[config.mk]
export PLATFORM = sky130hd
export DESIGN_NAME = rt_pixel_seq_flat
export DESIGN_NICKNAME = d
export VERILOG_FILES = /design/src/rtl/fp_pkg.sv /design/src/rtl/rt_pixel_seq_if.sv /design/src/rtl/rt_pixel_seq.sv /design/src/flat_wrapper.sv
export SDC_FILE = /design/constraint.sdc
export NUM_CORES = 1
export LEC_CHECK = 0
export CAP_MARGIN = 20
export CORE_MARGIN = 4
export CORE_UTILIZATION = 29
export DETAILED_ROUTE_END_ITERATION = 16
export PLACE_DENSITY_LB_ADDON = 0.15
export SYNTH_ARGS = -nofsm -noshare
export SYNTH_HDL_FRONTEND = slang
export SYNTH_SLANG_ARGS = --single-unit
[constraint.sdc]
create_clock -name clk -period 4.2 [get_ports clk]
set_clock_uncertainty 0.1 [all_clocks]
set_input_delay 1.26 -clock clk [delete_from_list [all_inputs] [get_ports clk]]
set_output_delay 1.26 -clock clk [all_outputs]
set_load 0.01 [all_outputs]
[src/rtl/fp_pkg.sv]
// rtl/fp_pkg.sv - shared signed fixed-point format constants
package fp_pkg;
    localparam int FP_WL = 32;              // total word length
    localparam int FP_QW = 16;              // fractional bits
    localparam int FP_IW = FP_WL - FP_QW;   // integer bits, sign included
endpackage

[src/rtl/rt_pixel_seq_if.sv]
// rtl/rt_pixel_seq_if.sv - coordinate stream from the pixel sequencer to the ray generator
//   x, y       : fixed-point column/row (fp_pkg format)
//   sample_idx : sample number within the pixel
//   valid/ready: handshake, last marks the final coordinate of a frame
interface rt_pixel_seq_if #(
    parameter int SPP_W = 4
) ();
    import fp_pkg::*;

    logic [FP_WL-1:0] x;
    logic [FP_WL-1:0] y;
    logic [SPP_W-1:0] sample_idx;
    logic             valid;
    logic             ready;
    logic             last;

    modport master (output x, y, sample_idx, valid, last, input ready);
    modport slave  (input x, y, sample_idx, valid, last, output ready);
endinterface

[src/rtl/rt_pixel_seq.sv]
// rtl/rt_pixel_seq.sv - walks every (x, y, sample) of a frame and streams the coordinates
//   clk, rst      : clock, asynchronous active-high reset
//   start, abort  : begin a frame (IDLE only) / cancel a running frame
//   img_width/height, spp : frame geometry, latched at start (spp 0 means 1)
//   coord         : coordinate stream, master side
//   busy, done    : running indicator, one-cycle completion pulse
//   stall_cnt     : RUN cycles with valid && !ready, only when RT_PIXEL_SEQ_STALL_CNT_EN is defined
module rt_pixel_seq
    import fp_pkg::*;
#(
    parameter int DIM_W = 11,
    parameter int SPP_W = 4
) (
    input  logic             clk,
    input  logic             rst,
    input  logic             start,
    input  logic             abort,
    input  logic [DIM_W-1:0] img_width,
    input  logic [DIM_W-1:0] img_height,
    input  logic [SPP_W-1:0] spp,
    rt_pixel_seq_if.master   coord,
    output logic             busy,
    output logic             done
`ifdef RT_PIXEL_SEQ_STALL_CNT_EN
    ,
    output logic [31:0]      stall_cnt
`endif
);

    // The counter must fit the integer field without touching the sign bit,
    // which is what lets x/y be a plain shift with no saturation.
    generate
        if (DIM_W > FP_IW - 1) begin : g_dim_chk
            $error("rt_pixel_seq: DIM_W exceeds fixed-point integer field");
        end
    endgenerate

    localparam int PAD_W = FP_WL - DIM_W;

    typedef enum logic [1:0] {S_IDLE, S_RUN, S_DONE} state_t;

    state_t           state_q, state_d;
    logic [DIM_W-1:0] w_q, w_d, h_q, h_d;
    logic [SPP_W-1:0] spp_q, spp_d;
    logic [DIM_W-1:0] cx_q, cx_d, cy_q, cy_d;
    logic [SPP_W-1:0] cs_q, cs_d;
    logic             run;
    logic             is_last;
    logic             hs;

    assign run     = (state_q == S_RUN);
    assign is_last = run && (cx_q == w_q - DIM_W'(1)) && (cy_q == h_q - DIM_W'(1))
                         && (cs_q == spp_q - SPP_W'(1));
    assign hs      = run && coord.ready;

    always_comb begin
        state_d = state_q;
        w_d     = w_q;
        h_d     = h_q;
        spp_d   = spp_q;
        cx_d    = cx_q;
        cy_d    = cy_q;
        cs_d    = cs_q;
        case (state_q)
            S_IDLE: begin
                if (start) begin
                    w_d     = img_width;
                    h_d     = img_height;
                    spp_d   = (spp == '0) ? SPP_W'(1) : spp;
                    cx_d    = '0;
                    cy_d    = '0;
                    cs_d    = '0;
                    state_d = (img_width != '0 && img_height != '0) ? S_RUN : S_DONE;
                end
            end
            S_RUN: begin
                // abort wins over a handshake in the same cycle
                if (abort) begin
                    state_d = S_IDLE;
                end else if (hs) begin
                    if (is_last) begin
                        state_d = S_DONE;
                    end else if (cs_q == spp_q - SPP_W'(1)) begin
                        cs_d = '0;
                        if (cx_q == w_q - DIM_W'(1)) begin
                            cx_d = '0;
                            cy_d = cy_q + DIM_W'(1);
                        end else begin
                            cx_d = cx_q + DIM_W'(1);
                        end
                    end else begin
                        cs_d = cs_q + SPP_W'(1);
                    end
                end
            end
            S_DONE:  state_d = S_IDLE;
            default: state_d = S_IDLE;
        endcase
    end

    always_ff @(posedge clk or posedge rst) begin
        if (rst) begin
            state_q <= S_IDLE;
            w_q     <= '0;
            h_q     <= '0;
            spp_q   <= '0;
            cx_q    <= '0;
            cy_q    <= '0;
            cs_q    <= '0;
        end else begin
            state_q <= state_d;
            w_q     <= w_d;
            h_q     <= h_d;
            spp_q   <= spp_d;
            cx_q    <= cx_d;
            cy_q    <= cy_d;
            cs_q    <= cs_d;
        end
    end

    // valid/busy/last derive from the state register, so an asynchronous
    // reset removes them in the same instant.
    assign coord.valid      = run;
    assign coord.last       = is_last;
    assign coord.sample_idx = cs_q;
    assign coord.x          = {{PAD_W{1'b0}}, cx_q} << FP_QW;
    assign coord.y          = {{PAD_W{1'b0}}, cy_q} << FP_QW;
    assign busy             = run;
    assign done             = (state_q == S_DONE);

`ifdef RT_PIXEL_SEQ_STALL_CNT_EN
    logic [31:0] stall_q, stall_d;

    always_comb begin
        stall_d = stall_q;
        if (state_q == S_IDLE && start) begin
            stall_d = '0;
        end else if (run && !coord.ready && stall_q != '1) begin
            stall_d = stall_q + 32'd1;
        end
    end

    always_ff @(posedge clk or posedge rst) begin
        if (rst) begin
            stall_q <= '0;
        end else begin
            stall_q <= stall_d;
        end
    end

    assign stall_cnt = stall_q;
`endif

endmodule

[src/flat_wrapper.sv]
// flat-port wrapper written by rule: the top's interface ports become plain ports
module rt_pixel_seq_flat import fp_pkg::*;
#(
    parameter int DIM_W = 11,
    parameter int SPP_W = 4
)
  (clk, rst, start, abort, img_width, img_height, spp, busy, done, coord_x, coord_y, coord_sample_idx, coord_valid, coord_last, coord_ready);
  rt_pixel_seq_if #(.SPP_W(SPP_W)) coord_i ();
  input  logic clk;
  input  logic rst;
  input  logic start;
  input  logic abort;
  input  logic [DIM_W-1:0] img_width;
  input  logic [DIM_W-1:0] img_height;
  input  logic [SPP_W-1:0] spp;
  output logic busy;
  output logic done;
  output wire logic [$bits(coord_i.x)-1:0] coord_x;
  output wire logic [$bits(coord_i.y)-1:0] coord_y;
  output wire logic [$bits(coord_i.sample_idx)-1:0] coord_sample_idx;
  output wire logic [$bits(coord_i.valid)-1:0] coord_valid;
  output wire logic [$bits(coord_i.last)-1:0] coord_last;
  input wire logic [$bits(coord_i.ready)-1:0] coord_ready;
  assign coord_x = coord_i.x;
  assign coord_y = coord_i.y;
  assign coord_sample_idx = coord_i.sample_idx;
  assign coord_valid = coord_i.valid;
  assign coord_last = coord_i.last;
  assign coord_i.ready = coord_ready;
  rt_pixel_seq #(.DIM_W(DIM_W), .SPP_W(SPP_W)) u_core (.clk(clk), .rst(rst), .start(start), .abort(abort), .img_width(img_width), .img_height(img_height), .spp(spp), .coord(coord_i), .busy(busy), .done(done));
endmodule
==> impl_metrics.ini <==
[yosys]
netlist_area_mm2 = 0.00384
synth_compound_area_frac = 0.159
synth_xor_area_frac = 0.0720
synth_fa_ha_area_frac = 0.0195
synth_edf_count = 0
synthTopCellsByArea = dfrtp_1 35%, nand2_1 8.8%, buf_4 8.4%, xnor2_1 4.3%, o21ai_2 2.7%
synthMuxAreaShare = 0.00261
ys_seq_area_frac = 0.352
synth_cell_type_count = 60
netlist.area_leader.share = 0.352
synth_top_family_by_area = simple AND/OR/NAND/NOR gates
synthFlopType = dfrtp_1
synth_area_leader_cell = dfrtp_1
yosys_warnings = 0
async_flop_share = 1.00
postSynthAreaPerCell_um2 = 8.42
ys_seq_elements = 54
synth-simple-area-share = 0.277
syn_inst = 456

[detailed_routing]
drtPass1Iterations = 4
wl_um = 10500
via_per_inst = 4.76
wl_per_cell_um = 14.7
drtIter0Drc = 153
vias = 3403
antenna_left = 0
drc = 0

[run_status]
violations = setup timing
status = complete, but fails checks

[power_and_ir_drop]
p_int_mw = 1.25
pwr-share-clk = 0.247
switching_share = 0.360
seqPwrFrac = 0.360
fin_total_pwr_mw = 1.95
p_leak_nw = 2.13
combPwrFrac = 0.393
p_switching_uw = 701
p_per_area_mw_per_mm2 = 401
ir_drop_mv = 0.276

[floorplanning]
coreArea_mm2 = 0.0128
die_area_mm2 = 0.0152
initial_utilization = 0.301
std_cell_rows = 41
pin_count = 103
fp.dieW_um = 123
die-height_um = 123

[critical_path]
crit_type = reg -> out
cp.arrival_ns = 3.18
crit_start = u_core.h_q[1]
startpoint_type = flip-flop
required_ns = 2.84
crit_path_end_kind = output pin
cp_slowest_cell = or4b_4
r2r_cells = 12
rrSetupSlack_ns = 0.42
reg2reg_to = u_core.cx_q[8]
path_depth = 9
slowest_delay_ns = 0.54
rr_startpoint = u_core.h_q[1]
critPathBufInv = 2
crit_family = simple AND/OR/NAND/NOR gates
setup.worst_path.end = coord_last
cp_max_fo = 3
cp_common_cell = or4b_4
cp_cell_sequence = inv_2 > ha_4 > or4b_4 > or4b_4 > a2111oi_4 > a21oi_2 > or4b_4 > nor4_4 > buf_2

[cells_and_area]
final_cell_mix = 90 x nand2_1, 59 x clkdlybuf4s50_1, 54 x dfrtp_1, 42 x conb_1, 33 x buf_4
nets = 579
fin_cells = 715
seq_area_mm2 = 0.00135
antennaDiodeCount = 0
drive_above_1_share = 0.131
layout_commonest_cell = nand2_1
nFillCells = 1358
syn_to_final_growth_pct = 26.7
multi_input_area_mm2 = 0.00222

[global_routing]
antenna_found_initial = 0
grt_pass1_wl_um = 16700
grt_usage = 0.140
grt_overflow = 0
grt_max_degree = 55
grt_pass1_vias = 3281

[timing]
setup_ws_ns = -0.340
finalSetupViolations = 1
hold_viol = 0
slew_violations = 0
tightest_slew_ns = 0.865
fmaxAchievable_ghz = 0.220
rsz0062_at_grt = true
period_minus_slack_ns = 4.54
slew_headroom = 0.421
period_share = 1.08

[clocking]
clock_tree.buffer_depth = 2
insertion_delay_ns = 0.30
cts_root_buffer = clkbuf_16
clkSlewWorstSetupHoldPaths_ns = 0.07
cts_made_buffers = 5
cts_sinks = 54
cts_hold_buf = 0
cts_tree = done
ctsHtreeMaxLevel = 2

[placement]
io_buffer_count = 60
routabilityCongestion = 0.832
dp.cells = 706
hpwlAfterDp_um = 8110

[hold_path]
hold_class = reg -> reg

[job]
maxCapViolCount = 0
[flip-flops by register name, summed over array words and instances, names as in the netlist]
signal	count
u_core.h_q	11
u_core.coord.sample_idx	4
u_core.spp_q	4
u_core.w_q	11
u_core.state_q	2
u_core.cx_q	11
u_core.cy_q	11
[final cells by class]
class / count / share of cell area
clock buffers: 6 / 0.0265
inverters: 14 / 0.0108
well taps: 172 / 0.0442
multi-input cells: 373 / 0.456
flip-flops and latches: 54 / 0.278
clock inverters: 2 / 0.00771
repair buffers: 94 / 0.177
[kinds of logic after synthesis]
| logic type | count (synthesis) |
|---|---|
| simple gates | 208 |
| compound gates | 86 |
| buf+inv | 70 |
| flops | 54 |
| xor+xnor | 30 |
| fa+ha+maj | 6 |
| other cells | 1 |
| mux | 1 |
[stage by stage]
stage               instance area (um^2)  setup TNS (ns)  utilization  hold WS, ns  worst slack [ns]
global placement                    4700          -0.478        0.368        0.320            -0.478
CTS                                 4870          -0.348        0.381        0.328            -0.348
detailed placement                  4700          -0.502        0.368        0.317            -0.502
finish                              4870          -0.340        0.381        0.324            -0.340
global route                        4870          -0.444        0.381        0.335            -0.444
floorplan                           4020               0            -        0.303           0.00674
[power groups by stage]
stage / logic (mW) / registers (mW) / clock network, mW
after floorplan: 0.503 / 0.712 / 0
after global placement: 0.758 / 0.711 / 0
after detailed placement: 0.769 / 0.714 / 0
after CTS: 0.776 / 0.704 / 0.497
after global routing: 0.860 / 0.717 / 0.515
final: 0.766 / 0.702 / 0.482
[worst min path at each step]
stage                        endpoint  depth (start not counted)         startpoint  slack [ns]
floorplan           u_core.state_q[1]                          1  u_core.state_q[1]        0.30
global placement    u_core.state_q[1]                          1  u_core.state_q[1]        0.32
detailed placement  u_core.state_q[1]                          1  u_core.state_q[1]        0.32
CTS                 u_core.state_q[1]                          1  u_core.state_q[1]        0.33
global route        u_core.state_q[1]                          1  u_core.state_q[1]        0.33
finish              u_core.state_q[1]                          1  u_core.state_q[1]        0.32
[synth_stat cells, types with 2 or more instances]
library cell  number
a211o_1            3
a21o_1             3
a21oi_1           14
a31oi_1            5
a41oi_1            2
and2_1             2
and3_1             5
and4_1             2
buf_4             43
buf_6              2
clkbuf_1          10
dfrtp_1           54
ha_1               6
inv_1             14
nand2_1           90
nand2b_1           8
nand3_1           16
nand4_1            6
nor2_1            19
nor2b_1            6
nor3_1            11
nor3b_1            2
nor4_1            11
nor4_2             2
o21ai_0           20
o21ai_1            6
o21ai_2           12
o31ai_1            5
o31ai_2            2
or3_1             14
or4_1              3
or4b_4             3
xnor2_1           19
xor2_1            10
[metal layers]
metal / routed length (um) / track usage
met5: 0 / 0
met4: 97 / 0.0311
met3: 597 / 0.0274
met2: 5120 / 0.236
met1: 4680 / 0.186
[timing repair]
action                                  CTS  global route
setup buffers                             1             0
pin swaps                                 2             0
endpoints found under the setup margin    1             1
gates resized for setup                   4             0
(Power assumes the default switching activity.)
